[config.mk]
export PLATFORM = sky130hd
export DESIGN_NAME = instr_fetch_unit_flat
export DESIGN_NICKNAME = d
export VERILOG_FILES = /design/src/rtl/instr_fetch_unit_if.sv /design/src/rtl/instr_fetch_unit.sv /design/src/flat_wrapper.sv
export SDC_FILE = /design/constraint.sdc
export NUM_CORES = 1
export LEC_CHECK = 0
export CORE_ASPECT_RATIO = 1.75
export CORE_MARGIN = 2
export CORE_UTILIZATION = 52
export CTS_CLUSTER_SIZE = 10
export DETAILED_ROUTE_END_ITERATION = 6
export PLACE_DENSITY = 0.84
export SKIP_LAST_GASP = 1
export SYNTH_ARGS = -nofsm -noshare
export SYNTH_HDL_FRONTEND = slang
export SYNTH_SLANG_ARGS = --single-unit
[constraint.sdc]
create_clock -name clk -period 5.7 [get_ports clk]
set_input_delay 1.425 -clock clk [delete_from_list [all_inputs] [get_ports clk]]
set_output_delay 1.425 -clock clk [all_outputs]
set_load 0.005 [all_outputs]
[src/rtl/instr_fetch_unit_if.sv]
// Fetch-side bus: instruction memory port, redirect request and decode handshake.
// master = fetch unit, slave = the memory/decode environment around it.
interface instr_fetch_unit_if #(
  parameter int ADDR_W = 6,
  parameter int DATA_W = 32
);
  logic              fetch_en;
  logic [ADDR_W-1:0] imem_addr;
  logic [DATA_W-1:0] imem_data;
  logic              redirect_valid;
  logic [ADDR_W-1:0] redirect_addr;
  logic              dec_valid;
  logic              dec_ready;
  logic [DATA_W-1:0] dec_inst;
  logic [ADDR_W-1:0] dec_pc;

  modport master (
    input  fetch_en, imem_data, redirect_valid, redirect_addr, dec_ready,
    output imem_addr, dec_valid, dec_inst, dec_pc
  );

  modport slave (
    output fetch_en, imem_data, redirect_valid, redirect_addr, dec_ready,
    input  imem_addr, dec_valid, dec_inst, dec_pc
  );
endinterface

[src/rtl/instr_fetch_unit.sv]
// Instruction fetch front end: PC, 2-entry prefetch buffer of {pc, inst},
// valid/ready toward decode, redirect with flush.
module instr_fetch_unit #(
  parameter int              ADDR_W   = 6,
  parameter int              DATA_W   = 32,
  parameter logic [DATA_W-1:0] NOP_WORD = 32'h0007_8000
) (
  input  logic                clk,
  input  logic                rst,
  instr_fetch_unit_if.master  bus
);

  typedef struct packed {
    logic [ADDR_W-1:0] pc;
    logic [DATA_W-1:0] inst;
  } entry_t;

  logic [ADDR_W-1:0] fetch_pc;
  entry_t            fifo_q [2];
  logic [1:0]        count;
  logic              rd_ptr, wr_ptr;
  logic              pop, push;

  assign pop  = (count != 2'd0) && bus.dec_ready;
  // A full buffer still accepts a push when the head leaves the same cycle.
  assign push = bus.fetch_en && !bus.redirect_valid && ((count < 2'd2) || pop);

  always_ff @(posedge clk or posedge rst) begin
    if (rst) begin
      fetch_pc <= '0;
      count    <= '0;
      rd_ptr   <= 1'b0;
      wr_ptr   <= 1'b0;
    end else if (bus.redirect_valid) begin
      fetch_pc <= bus.redirect_addr;
      count    <= '0;
      rd_ptr   <= 1'b0;
      wr_ptr   <= 1'b0;
    end else begin
      if (push) begin
        wr_ptr   <= ~wr_ptr;
        fetch_pc <= fetch_pc + ADDR_W'(1);
      end
      if (pop) rd_ptr <= ~rd_ptr;
      count <= count + {1'b0, push} - {1'b0, pop};
    end
  end

  // Storage needs no reset: count gates every read.
  always_ff @(posedge clk) begin
    if (push) fifo_q[wr_ptr] <= '{pc: fetch_pc, inst: bus.imem_data};
  end

  assign bus.imem_addr = fetch_pc;
  assign bus.dec_valid = (count != 2'd0);
  assign bus.dec_inst  = bus.dec_valid ? fifo_q[rd_ptr].inst : NOP_WORD;
  assign bus.dec_pc    = bus.dec_valid ? fifo_q[rd_ptr].pc   : '0;

endmodule
[src/flat_wrapper.sv]
// flat-port wrapper written by rule: the top's interface ports become plain ports
module instr_fetch_unit_flat 
#(
  parameter int              ADDR_W   = 6,
  parameter int              DATA_W   = 32,
  parameter logic [DATA_W-1:0] NOP_WORD = 32'h0007_8000
)
  (clk, rst, bus_fetch_en, bus_imem_data, bus_redirect_valid, bus_redirect_addr, bus_dec_ready, bus_imem_addr, bus_dec_valid, bus_dec_inst, bus_dec_pc);
  instr_fetch_unit_if #(.ADDR_W(ADDR_W), .DATA_W(DATA_W)) bus_i ();
  input  logic clk;
  input  logic rst;
  input wire logic [$bits(bus_i.fetch_en)-1:0] bus_fetch_en;
  input wire logic [$bits(bus_i.imem_data)-1:0] bus_imem_data;
  input wire logic [$bits(bus_i.redirect_valid)-1:0] bus_redirect_valid;
  input wire logic [$bits(bus_i.redirect_addr)-1:0] bus_redirect_addr;
  input wire logic [$bits(bus_i.dec_ready)-1:0] bus_dec_ready;
  output wire logic [$bits(bus_i.imem_addr)-1:0] bus_imem_addr;
  output wire logic [$bits(bus_i.dec_valid)-1:0] bus_dec_valid;
  output wire logic [$bits(bus_i.dec_inst)-1:0] bus_dec_inst;
  output wire logic [$bits(bus_i.dec_pc)-1:0] bus_dec_pc;
  assign bus_i.fetch_en = bus_fetch_en;
  assign bus_i.imem_data = bus_imem_data;
  assign bus_i.redirect_valid = bus_redirect_valid;
  assign bus_i.redirect_addr = bus_redirect_addr;
  assign bus_i.dec_ready = bus_dec_ready;
  assign bus_imem_addr = bus_i.imem_addr;
  assign bus_dec_valid = bus_i.dec_valid;
  assign bus_dec_inst = bus_i.dec_inst;
  assign bus_dec_pc = bus_i.dec_pc;
  instr_fetch_unit #(.ADDR_W(ADDR_W), .DATA_W(DATA_W), .NOP_WORD(NOP_WORD)) u_core (.clk(clk), .rst(rst), .bus(bus_i));
endmodule
==> results.cfg <==
[power_and_ir_drop]
power_frac_seq_pct = 42.6
powerDensity_mw_per_mm2 = 409.9
p_int_uw = 1412
sw_frac_of_total_pct = 26.57
finalPower_uw = 1922
ir_drop_v = 0.0003477
switchingPower_uw = 510.8
power_frac_clock_pct = 28.5
p_leak_uw = 0.001617
p_comb_share_pct = 28.8

[floorplanning]
dieArea_sq_mm = 0.007332
start_util_pct = 53.19
num_io_pins = 88
die_y_um = 111.8
fp.dieW_um = 65.59
core_area_sq_mm = 0.006490
num_rows = 39

[sta]
fin_worst_skew_ns = 0.003883
rsz0062_at_grt = no
maxSlewViolCount = 0
fmax_ghz = 0.2576
holdWs_ns = 0.5947
fin_crit_sh_pct = 68.11
tns_ns = 0
worst_pin_slew_ns = 1.130
setup_slack_ns = 1.818
slew_headroom_pct = 24.67
period_needed_ns = 3.882
hold_violations = 0
setup_viol = 0

[clock_network]
tritoncts = built
cts_inserted_buffers = 9
cts_num_sinks = 86
path_clk_slew_ns = 0.06
cts_setup_buffers = 0
clock_path_buffers = 2
htreeDepth = 3
cts_hold_buffers = 0
post_cts_resized = 0
root_buffer = clkbuf_16
clk_latency_ns = 0.33

[synthesis]
synth_top_cell_by_area = edfxtp_1
synthCells = 229
synth_edf_count = 76
synth.distinct_cells = 31
syn_avg_cell_area_sq_um = 15.07
syn_nets = 275
synth_ff_type = edfxtp_1
yosysSeqAreaShare_pct = 73.36
synth.cell_area_sq_mm = 0.003452
synthTopCellsByCount = edfxtp_1 (76), nor2_1 (42), mux2i_1 (38)
ys_async_sr_fraction_pct = 11.63
ys_warn_count = 0
netlist.area_leader.share_pct = 66.11
synth_most_common_cell = edfxtp_1
synth_seq_cells = 86
synth.area.top_cells = edfxtp_1 (66%), mux2i_1 (11%), dfrtp_1 (7.2%)

[worst_setup_path]
path_delay_family = buffers and inverters
critical_path_arrival_ns = 2.46
start_kind = flip-flop
critPathBufInv = 3
slowest_stage = nor2_2
slowest_delay_ns = 0.59
required_ns = 4.28
crit_type = flip-flop to output port
worst_setup_path_end_kind = output port
path_cells = nor2_2 > buf_4 > inv_1 > nand2_1 > clkdlybuf4s50_1
critical_path.max_fanout = 20

[detailed_routing]
first_pass_iters = 4
routed_via_density = 5.177
ant_nets = 0
wl_met1_um = 2501
wl_per_cell_um = 17.11
num_vias = 2107
drt-initial-drc-count = 65
highest_layer = met4
drt-total-wl_um = 6965
wl_met3_um = 228
drc = 0
wl_met2_um = 4050

[worst_hold_path]
min_path_type = flip-flop to flip-flop

[place]
hpwl_um = 4718
dp_slack_ns = 2.120
numPortBuffers = 87
place_congestion = 0.7920

[final_layout]
antenna_cells = 0
nets = 366
layout-drive-gt1-share_pct = 6.462
area_growth_pct = 35.85

[job]
cap_violations = 0

[global_route]
grt_antenna_before_repair = 0
grt_remaining_overflow = 0
grt_pass1_wl_um = 10610
grt_max_degree = 40
grt_use_total_pct = 20.24
grt_pass1_vias = 2101

[status]
status = completed
==> power by group through the flow <==
stage	Sequential (uW)	Combinational, uW	Clock (uW)
finish	819	554	549
global route	826	602	577
CTS	819	564	556
detailed placement	832	559	0
global placement	828	550	0
floorplan	774	298	0
==> final timing paths <==
path | startpoint | end | slack [ns] | cells past startpoint
max | u_core.count[1] | bus_dec_inst[17] | 1.82 | 5
min | u_core.bus.imem_addr[3] | u_core.fifo_q[1][35] | 0.59 | 0
max reg2reg | u_core.count[1] | u_core.fifo_q[0][22] | 3.68 | 4
min reg2reg | u_core.bus.imem_addr[3] | u_core.fifo_q[1][35] | 0.59 | 0
max in group asynchronous | rst | u_core.rd_ptr | 3.96 | 2
min in group asynchronous | rst | u_core.bus.imem_addr[0] | 1.42 | 2
==> flip-flops by register name (all words and copies together), names as in the netlist <==
name                  cells
u_core.rd_ptr             1
u_core.bus.imem_addr      6
u_core.count              2
u_core.wr_ptr             1
u_core.fifo_q            76
==> cell type report <==
type                       instances  area (sq um)
tap                               82         102.6
inverter                           7         26.28
sequential                        86          2534
clock inverter                     5         50.05
timing repair buffer              90         893.4
clock buffer                      11         232.7
fill                             434          1800
multi-input combinational        126         850.8
==> logic make-up (layout without fill, tap and decap cells) <==
logic type	after synthesis	after routing	synth area share, %
simple gates	69	69	8.953
compound gates	13	13	2.465
buf+inv	17	113	2.356
mux	38	38	11.02
fa+ha+maj	3	3	1.087
xor+xnor	3	3	0.7613
flops	86	86	73.36
==> layout by cell type, fill, tap and decap left out <==
| cell type | instances |
|---|---|
| a21oi_1 | 1 |
| a31oi_1 | 3 |
| buf_4 | 3 |
| bufinv_16 | 1 |
| clkbuf_1 | 2 |
| clkbuf_16 | 9 |
| clkdlybuf4s50_1 | 87 |
| clkinv_1 | 3 |
| clkinv_2 | 1 |
| clkinvlp_4 | 1 |
| dfrtp_1 | 9 |
| dfrtp_2 | 1 |
| edfxtp_1 | 76 |
| ha_1 | 3 |
| inv_1 | 6 |
| mux2i_1 | 38 |
| nand2_1 | 10 |
| nand2b_1 | 1 |
| nand3_1 | 5 |
| nand4_1 | 1 |
| nor2_1 | 41 |
| nor2_2 | 1 |
| nor2b_1 | 1 |
| nor2b_4 | 1 |
| nor3_2 | 1 |
| nor3b_2 | 1 |
| o211ai_1 | 1 |
| o21ai_0 | 4 |
| o311ai_1 | 3 |
| o31ai_1 | 1 |
| or2_2 | 1 |
| or3_1 | 2 |
| or4_1 | 2 |
| or4b_1 | 1 |
| xnor2_1 | 1 |
| xor2_1 | 2 |
==> per-layer routing <==
metal  global-route usage [%]  vias to the layer above
met4                    10.97                        0
met5                        0                        -
met2                    36.94                       50
met3                    3.939                       11
li1                         -                     1020
met1                    20.97                     1026
==> stage by stage <==
step	std cells	utilization (%)	instance area (sq um)
final	407	72.26	4690
after global routing	407	72.26	4690
after CTS	407	72.26	4690
after detailed placement	391	67.90	4407
after global placement	391	67.90	4407
after floorplan	229	-	3452
No activity file was read; power rests on OpenSTA's default activity.
